<file path="config.mk">
export PLATFORM = sky130hd
export DESIGN_NAME = manchester_chip_rx
export DESIGN_NICKNAME = d
export VERILOG_FILES = /design/src/rtl/apollo_rx_pkg.sv /design/src/rtl/rx_edge_sync.sv /design/src/rtl/manchester_chip_rx.sv
export SDC_FILE = /design/constraint.sdc
export NUM_CORES = 1
export LEC_CHECK = 0
export CORE_MARGIN = 2
export CORE_UTILIZATION = 25
export CTS_BUF_LIST = sky130_fd_sc_hd__clkbuf_2 sky130_fd_sc_hd__clkbuf_4 sky130_fd_sc_hd__clkbuf_8
export DETAILED_ROUTE_END_ITERATION = 8
export HOLD_SLACK_MARGIN = 0.06
export SLEW_MARGIN = 20
export SYNTH_ARGS = -nofsm -noshare
export SYNTH_HDL_FRONTEND = slang
export SYNTH_SLANG_ARGS = --single-unit
</file>
<file path="constraint.sdc">
create_clock -name clk -period 2.1 [get_ports clk]
set_input_delay 0.42 -clock clk [delete_from_list [all_inputs] [get_ports clk]]
set_output_delay 0.42 -clock clk [all_outputs]
set_load 0.01 [all_outputs]
</file>
<file path="src/rtl/apollo_rx_pkg.sv">
// Shared types and constants for the optical RX chip front end.
package apollo_rx_pkg;

  localparam int unsigned CHIP_W = 16;
  localparam logic [CHIP_W-1:0] SYNC_WORD_DEFAULT = 16'hE1D2;

  typedef enum logic [1:0] {
    IDLE = 2'd0,
    HUNT = 2'd1,
    RECV = 2'd2
  } rx_state_e;

  // A Manchester pair is legal only when its two chips differ.
  function automatic logic has_code_err(input logic [CHIP_W-1:0] word);
    logic err;
    err = 1'b0;
    for (int i = 0; i < CHIP_W / 2; i++) begin
      err = err | ~(word[2*i+1] ^ word[2*i]);
    end
    return err;
  endfunction

endpackage

</file>
<file path="src/rtl/rx_edge_sync.sv">
// Two-flop synchronizer for the raw comparator line plus a one-flop edge detector.
module rx_edge_sync (
  input  logic clk,
  input  logic rst_n,
  input  logic rx_i,
  output logic rx_s_o,
  output logic edge_o
);

  logic sync1_q;
  logic sync2_q;
  logic prev_q;

  // NOTE: sequential state uses non-blocking assignments so every flop samples
  // the pre-edge value of its source; blocking here would collapse the chain.
  always_ff @(posedge clk or negedge rst_n) begin
    if (!rst_n) begin
      sync1_q <= 1'b0;
      sync2_q <= 1'b0;
      prev_q  <= 1'b0;
    end else begin
      sync1_q <= rx_i;
      sync2_q <= sync1_q;
      prev_q  <= sync2_q;
    end
  end

  assign rx_s_o = sync2_q;
  assign edge_o = sync2_q ^ prev_q;

endmodule

</file>
<file path="src/rtl/manchester_chip_rx.sv">
// Chip-phase recovery, sync hunt and word-aligned 16-chip delivery for the Manchester decoder.
module manchester_chip_rx
  import apollo_rx_pkg::*;
#(
  parameter int unsigned       OVERSAMPLE  = 8,
  parameter logic [CHIP_W-1:0] SYNC_WORD   = SYNC_WORD_DEFAULT,
  parameter int unsigned       FRAME_WORDS = 16,
  parameter int unsigned       LOSS_CHIPS  = 4
) (
  input  logic              clk,
  input  logic              rst_n,
  input  logic              enable,
  input  logic              rx_in,
  output logic [CHIP_W-1:0] chip_word,
  output logic              word_valid,
  output logic              code_err,
  output logic              frame_start,
  output logic              frame_end,
  output logic              frame_abort,
  output logic              busy
);

  localparam int unsigned PH_W       = $clog2(OVERSAMPLE);
  localparam int unsigned CC_W       = $clog2(CHIP_W);
  localparam int unsigned WC_W       = $clog2(FRAME_WORDS + 1);
  localparam int unsigned LOSS_LIMIT = LOSS_CHIPS * OVERSAMPLE;
  localparam int unsigned LOSS_W     = $clog2(LOSS_LIMIT + 1);

  logic rx_s;
  logic rx_edge;

  rx_edge_sync u_edge_sync (
    .clk    (clk),
    .rst_n  (rst_n),
    .rx_i   (rx_in),
    .rx_s_o (rx_s),
    .edge_o (rx_edge)
  );

  rx_state_e         state_q, state_d;
  logic [PH_W-1:0]   phase_q, phase_d;
  logic [CHIP_W-1:0] sr_q, sr_d, sr_next;
  logic [CC_W-1:0]   chip_cnt_q, chip_cnt_d;
  logic [WC_W-1:0]   word_cnt_q, word_cnt_d;
  logic [LOSS_W-1:0] loss_q, loss_d;
  logic [CHIP_W-1:0] chip_word_q, chip_word_d;
  logic              word_valid_q, word_valid_d;
  logic              code_err_q, code_err_d;
  logic              frame_start_q, frame_start_d;
  logic              frame_end_q, frame_end_d;
  logic              frame_abort_q, frame_abort_d;
  logic              sample;

  // NOTE: every variable driven here gets a default first, so no path can
  // leave one unassigned and infer a latch.
  always_comb begin
    state_d       = state_q;
    phase_d       = phase_q;
    sr_d          = sr_q;
    chip_cnt_d    = chip_cnt_q;
    word_cnt_d    = word_cnt_q;
    loss_d        = '0;
    chip_word_d   = chip_word_q;
    word_valid_d  = 1'b0;
    code_err_d    = 1'b0;
    frame_start_d = 1'b0;
    frame_end_d   = 1'b0;
    frame_abort_d = 1'b0;
    sample        = 1'b0;
    sr_next       = {sr_q[CHIP_W-2:0], rx_s};

    if (!enable) begin
      state_d       = IDLE;
      phase_d       = '0;
      sr_d          = '0;
      chip_cnt_d    = '0;
      word_cnt_d    = '0;
      frame_abort_d = (state_q == RECV);
    end else begin
      // An edge re-centres the phase and suppresses a coincident sample.
      if (rx_edge) begin
        phase_d = '0;
      end else begin
        phase_d = (phase_q == PH_W'(OVERSAMPLE - 1)) ? '0 : phase_q + 1'b1;
        sample  = (phase_q == PH_W'(OVERSAMPLE / 2));
      end
      if (sample) sr_d = sr_next;

      unique case (state_q)
        IDLE: state_d = HUNT;
        HUNT: begin
          if (sample && sr_next == SYNC_WORD) begin
            frame_start_d = 1'b1;
            chip_cnt_d    = '0;
            word_cnt_d    = '0;
            state_d       = RECV;
          end
        end
        RECV: begin
          if (!rx_edge) loss_d = loss_q + 1'b1;
          if (sample) begin
            if (chip_cnt_q == CC_W'(CHIP_W - 1)) begin
              chip_cnt_d   = '0;
              chip_word_d  = sr_next;
              word_valid_d = 1'b1;
              code_err_d   = has_code_err(sr_next);
              word_cnt_d   = word_cnt_q + 1'b1;
              if (word_cnt_q == WC_W'(FRAME_WORDS - 1)) begin
                frame_end_d = 1'b1;
                state_d     = HUNT;
              end
            end else begin
              chip_cnt_d = chip_cnt_q + 1'b1;
            end
          end
          // Loss wins the state but a word completing this cycle still goes out.
          if (!rx_edge && loss_q == LOSS_W'(LOSS_LIMIT - 1)) begin
            frame_abort_d = 1'b1;
            loss_d        = '0;
            state_d       = HUNT;
          end
        end
        default: state_d = IDLE;
      endcase
    end
  end

  always_ff @(posedge clk or negedge rst_n) begin
    if (!rst_n) begin
      state_q       <= IDLE;
      phase_q       <= '0;
      sr_q          <= '0;
      chip_cnt_q    <= '0;
      word_cnt_q    <= '0;
      loss_q        <= '0;
      chip_word_q   <= '0;
      word_valid_q  <= 1'b0;
      code_err_q    <= 1'b0;
      frame_start_q <= 1'b0;
      frame_end_q   <= 1'b0;
      frame_abort_q <= 1'b0;
    end else begin
      state_q       <= state_d;
      phase_q       <= phase_d;
      sr_q          <= sr_d;
      chip_cnt_q    <= chip_cnt_d;
      word_cnt_q    <= word_cnt_d;
      loss_q        <= loss_d;
      chip_word_q   <= chip_word_d;
      word_valid_q  <= word_valid_d;
      code_err_q    <= code_err_d;
      frame_start_q <= frame_start_d;
      frame_end_q   <= frame_end_d;
      frame_abort_q <= frame_abort_d;
    end
  end

  assign chip_word   = chip_word_q;
  assign word_valid  = word_valid_q;
  assign code_err    = code_err_q;
  assign frame_start = frame_start_q;
  assign frame_end   = frame_end_q;
  assign frame_abort = frame_abort_q;
  assign busy        = (state_q == RECV);

endmodule
</file>
==> run summary <==
The flow ran to the end, and the final reports show no timing, DRC or antenna violations. From bottom edge to top edge, the die measures 109 µm. The logs give 0.105 for the total routing usage reported by global routing and 2 for the number of buffers on the longest clock path.

The final critical-path setup slack is 0.185 ns. The share of the clock period used by the worst path is 0.912. The clock slew at the register clock pins of the worst setup and hold paths is 0.07 ns.

The mux cell area share after synthesis was 0.0791. The switching portion of total power was 0.231; the maximum level of the CTS H-tree was 3. Number of buffers added on ports: 25. The logs give 3.73 mm for the HPWL after detailed placement and 0.034 for the fraction of power consumed by combinational cells. After global routing, the most crowded layer is met2. The library cell used most frequently in the layout, excluding fill and tap cells, is sky130_fd_sc_hd__dfrtp_1. Leaving out fill and tap cells, the most frequent cells in the layout are sky130_fd_sc_hd__dfrtp_1, sky130_fd_sc_hd__nand2_1, sky130_fd_sc_hd__clkdlybuf4s50_1. Setup repair after global routing left no endpoint under its margin. Worst min-delay path category: in -> async. The synthesized netlist contains 48 unique library cells. The number of flops mapped to enable cells by yosys works out to 0. The logs give 2750 µm² for the combined area of all synthesized cells and 0.0105 ns for the clock skew. The diode insertion count for antenna repair is 0, and the portion of total power attributed to sequential cells is 0.505. The logs give 0.0566 ns for the worst-case hold slack and 0.148 for the met2 capacity usage during global routing. The average cell area after synthesis is 11.4 µm², and the total nets after synthesis is 261. For this design the top-level I/O count stands at 26. Counting the fill cells in the layout gives 1050. The logs give 171 for the count of routing violations after the opening detailed-route iteration and 0.263 mV for the highest ir drop seen on vdd.

Clock tree synthesis selected as its root buffer the cell sky130_fd_sc_hd__clkbuf_8. The logs give 2.33 ns for the required time at the endpoint of the critical path and 0 for the count of endpoints failing hold in the final timing report. Routability-driven placement finished with a final weighted congestion of 0.779.

The class of the most critical setup path was reg -> reg. The run gives 9 as the TritonCTS buffer count. The initial antenna violation count is 0. The starting density of the core came out at 0.255. The largest net degree at the start of global routing is 60, and the flip-flop and latch count after synthesis is 59. The overall die area was 11900 µm²; the share of async-settable or async-resettable flops after synthesis was 1.00. For the worst setup path, the data arrival time is 2.15 ns. The total length of routed wires came out at 5.45 mm. The first global-routing pass estimated 9.28 mm of wire.

The power share of the clock group is 0.460. The iteration count of the initial detailed-routing pass came out at 4. The run gives 59 as the clock sink count. After routing, the total negative slack on setup checks comes to 0 ns. Worst setup slack after placement: 0.0377 ns. The area share of and/or/nand/nor cells after synthesis is 0.171, and the fraction of met3 tracks used by global routing is 0.0341. The number of standard-cell rows in the floorplan was 38.

Xor/xnor share of the synthesized area: 0.0245. STA classifies the critical path endpoint as a flip-flop. The post-synthesis adder-cell area fraction was 0.0682. The final period demand of the worst path works out to 1.92 ns. Most common flop cell mapped by yosys: sky130_fd_sc_hd__dfrtp_1.

The count of final setup violators is 0, and the total via count after detailed routing is 1882. In this run the static leakage power is 1.56 nW. The fraction of the mapped netlist area in compound gates was 0.0818; the number of nets still failing antenna checks after routing was 0. The highest clock frequency the design can meet was 0.522 GHz; the die boundary width was 109 µm. The cell area power density works out to 663 nW/µm².

By area, the combinational part of the netlist is dominated by simple AND/OR/NAND/NOR gates. Summed over all nets, the switching power comes to 0.000525 W. STA classifies the critical path startpoint as a flip-flop. After detailed routing, the number of vias per cell comes to 4.43. The internal power contribution was 0.00175 W; the met1 global-route usage was 0.134. The proportion of synthesized chip area in sequential cells came out at 0.536.

The tools report the via count of the first global-routing pass as 1921. Layout cell share with drive strength beyond 1: 0.189. TritonCTS built the clock tree. The area growth from synthesis to layout is 24.5%. The measured slew at the worst slew-check pin is 0.459 ns. The relative max-transition margin is 0.694, and the routed length per instance is 12.8 µm. The logs give 0 for the total overflow reported by the global router and 242 for the number of instances in the synthesized netlist. The run gives 0 as the DRC violation count after routing. Along the worst path, the maximum fanout reaches 16. Across the run, the number of max-cap violations was 0. The logs give 299 for the final net count and 0.35 ns for the later-pin clock latency in the skew report. The count of pins over their slew limit is 0. During synthesis, Yosys emitted a total of 0 warnings.

The core region is 10800 µm².
repair_timing:
action | CTS | global route
setup endpoints to repair | 0 | 1
gates resized for setup | 0 | 1
hold buffers | 0 | 0
setup buffers | 0 | 0
power groups by stage:
stage	Combinational [W]	Clock [W]	Sequential, W
final	0.0000781	0.00105	0.00115
after global routing	0.0000897	0.00112	0.00115
after CTS	0.0000805	0.00107	0.00115
after detailed placement	0.0000803	0	0.00117
after global placement	0.0000792	0	0.00117
after floorplan	0.0000309	0	0.00117
layout make-up:
| cell class | count | area [µm²] | area share |
|---|---|---|---|
| tap | 140 | 175 | 0.0511 |
| clock buffer | 10 | 138 | 0.0402 |
| inverter | 17 | 63.8 | 0.0186 |
| sequential | 59 | 1480 | 0.431 |
| clock inverter | 6 | 65.1 | 0.0190 |
| timing repair buffer | 34 | 340 | 0.0993 |
| multi-input combinational | 159 | 1170 | 0.341 |
cell usage after synthesis (2+ instances only):
cell type / number / area share
sky130_fd_sc_hd__a21o_1: 2 / 0.0055
sky130_fd_sc_hd__a21oi_1: 18 / 0.033
sky130_fd_sc_hd__a22o_1: 3 / 0.0095
sky130_fd_sc_hd__and3_1: 4 / 0.0091
sky130_fd_sc_hd__buf_2: 2 / 0.0036
sky130_fd_sc_hd__clkbuf_1: 3 / 0.0041
sky130_fd_sc_hd__dfrtp_1: 59 / 0.54
sky130_fd_sc_hd__ha_1: 15 / 0.068
sky130_fd_sc_hd__inv_1: 16 / 0.022
sky130_fd_sc_hd__mux2_2: 6 / 0.025
sky130_fd_sc_hd__mux2_4: 10 / 0.055
sky130_fd_sc_hd__nand2_1: 32 / 0.044
sky130_fd_sc_hd__nand3_1: 10 / 0.018
sky130_fd_sc_hd__nand4_1: 2 / 0.0045
sky130_fd_sc_hd__nand4b_1: 2 / 0.0064
sky130_fd_sc_hd__nor2_1: 11 / 0.015
sky130_fd_sc_hd__nor3_1: 6 / 0.011
sky130_fd_sc_hd__nor4_1: 6 / 0.014
sky130_fd_sc_hd__o21ai_0: 3 / 0.0055
sky130_fd_sc_hd__or3_1: 2 / 0.0045
sky130_fd_sc_hd__xnor2_1: 2 / 0.0064
sky130_fd_sc_hd__xor2_1: 2 / 0.0064
worst paths after layout:
path | start | endpoint | slack [ns] | cells after the start
worst max register to register | u_edge_sync.rx_s_o | chip_word[2] | 0.18 | 6
max in group asynchronous | rst_n | word_cnt_q[3] | 1.75 | 2
min in group clk | u_edge_sync.sync1_q | u_edge_sync.rx_s_o | 0.35 | 0
worst max-delay path | u_edge_sync.rx_s_o | chip_word[2] | 0.18 | 6
worst min-delay path | rst_n | loss_q[4] | 0.06 | 2
worst min register to register | u_edge_sync.sync1_q | u_edge_sync.rx_s_o | 0.35 | 0
stage by stage:
stage                      util  cells  total power (W)  area (µm²)
final                     0.318    425          0.00227        3430
after global routing      0.318    425          0.00236        3430
after CTS                 0.317    425          0.00230        3420
after detailed placement  0.299    409          0.00125        3220
after global placement    0.299    409          0.00125        3220
after floorplan               -    242          0.00120        2750
registers in the layout (all words and copies together), names as in the netlist:
register / cells
loss_q: 6
u_edge_sync.prev_q: 1
code_err: 1
chip_word: 16
frame_start: 1
chip_cnt_q: 4
u_edge_sync.rx_s_o: 1
phase_q: 3
state_q: 2
word_cnt_q: 5
word_valid: 1
frame_abort: 1
sr_q: 15
frame_end: 1
u_edge_sync.sync1_q: 1
worst max-delay path, cell delays in order (launching register included):
cell,delay [ns]
sky130_fd_sc_hd__dfrtp_1,0.38
sky130_fd_sc_hd__buf_4,0.16
sky130_fd_sc_hd__xnor2_2,0.25
sky130_fd_sc_hd__nand3_2,0.24
sky130_fd_sc_hd__nor3_4,0.21
sky130_fd_sc_hd__buf_12,0.20
sky130_fd_sc_hd__mux2_2,0.34
logic make-up after synthesis:
kind of cell | count (synthesis)
buf+inv | 24
mux | 16
compound gates | 34
xor+xnor | 6
simple gates | 88
fa+ha+maj | 15
flops | 59
metal layers:
metal	wire, µm	vias up
met5	0	-
met4	174	0
met3	290	12
met2	2330	35
met1	2650	909
li1	-	926
Note: power is estimated with default switching activity, not from simulation.
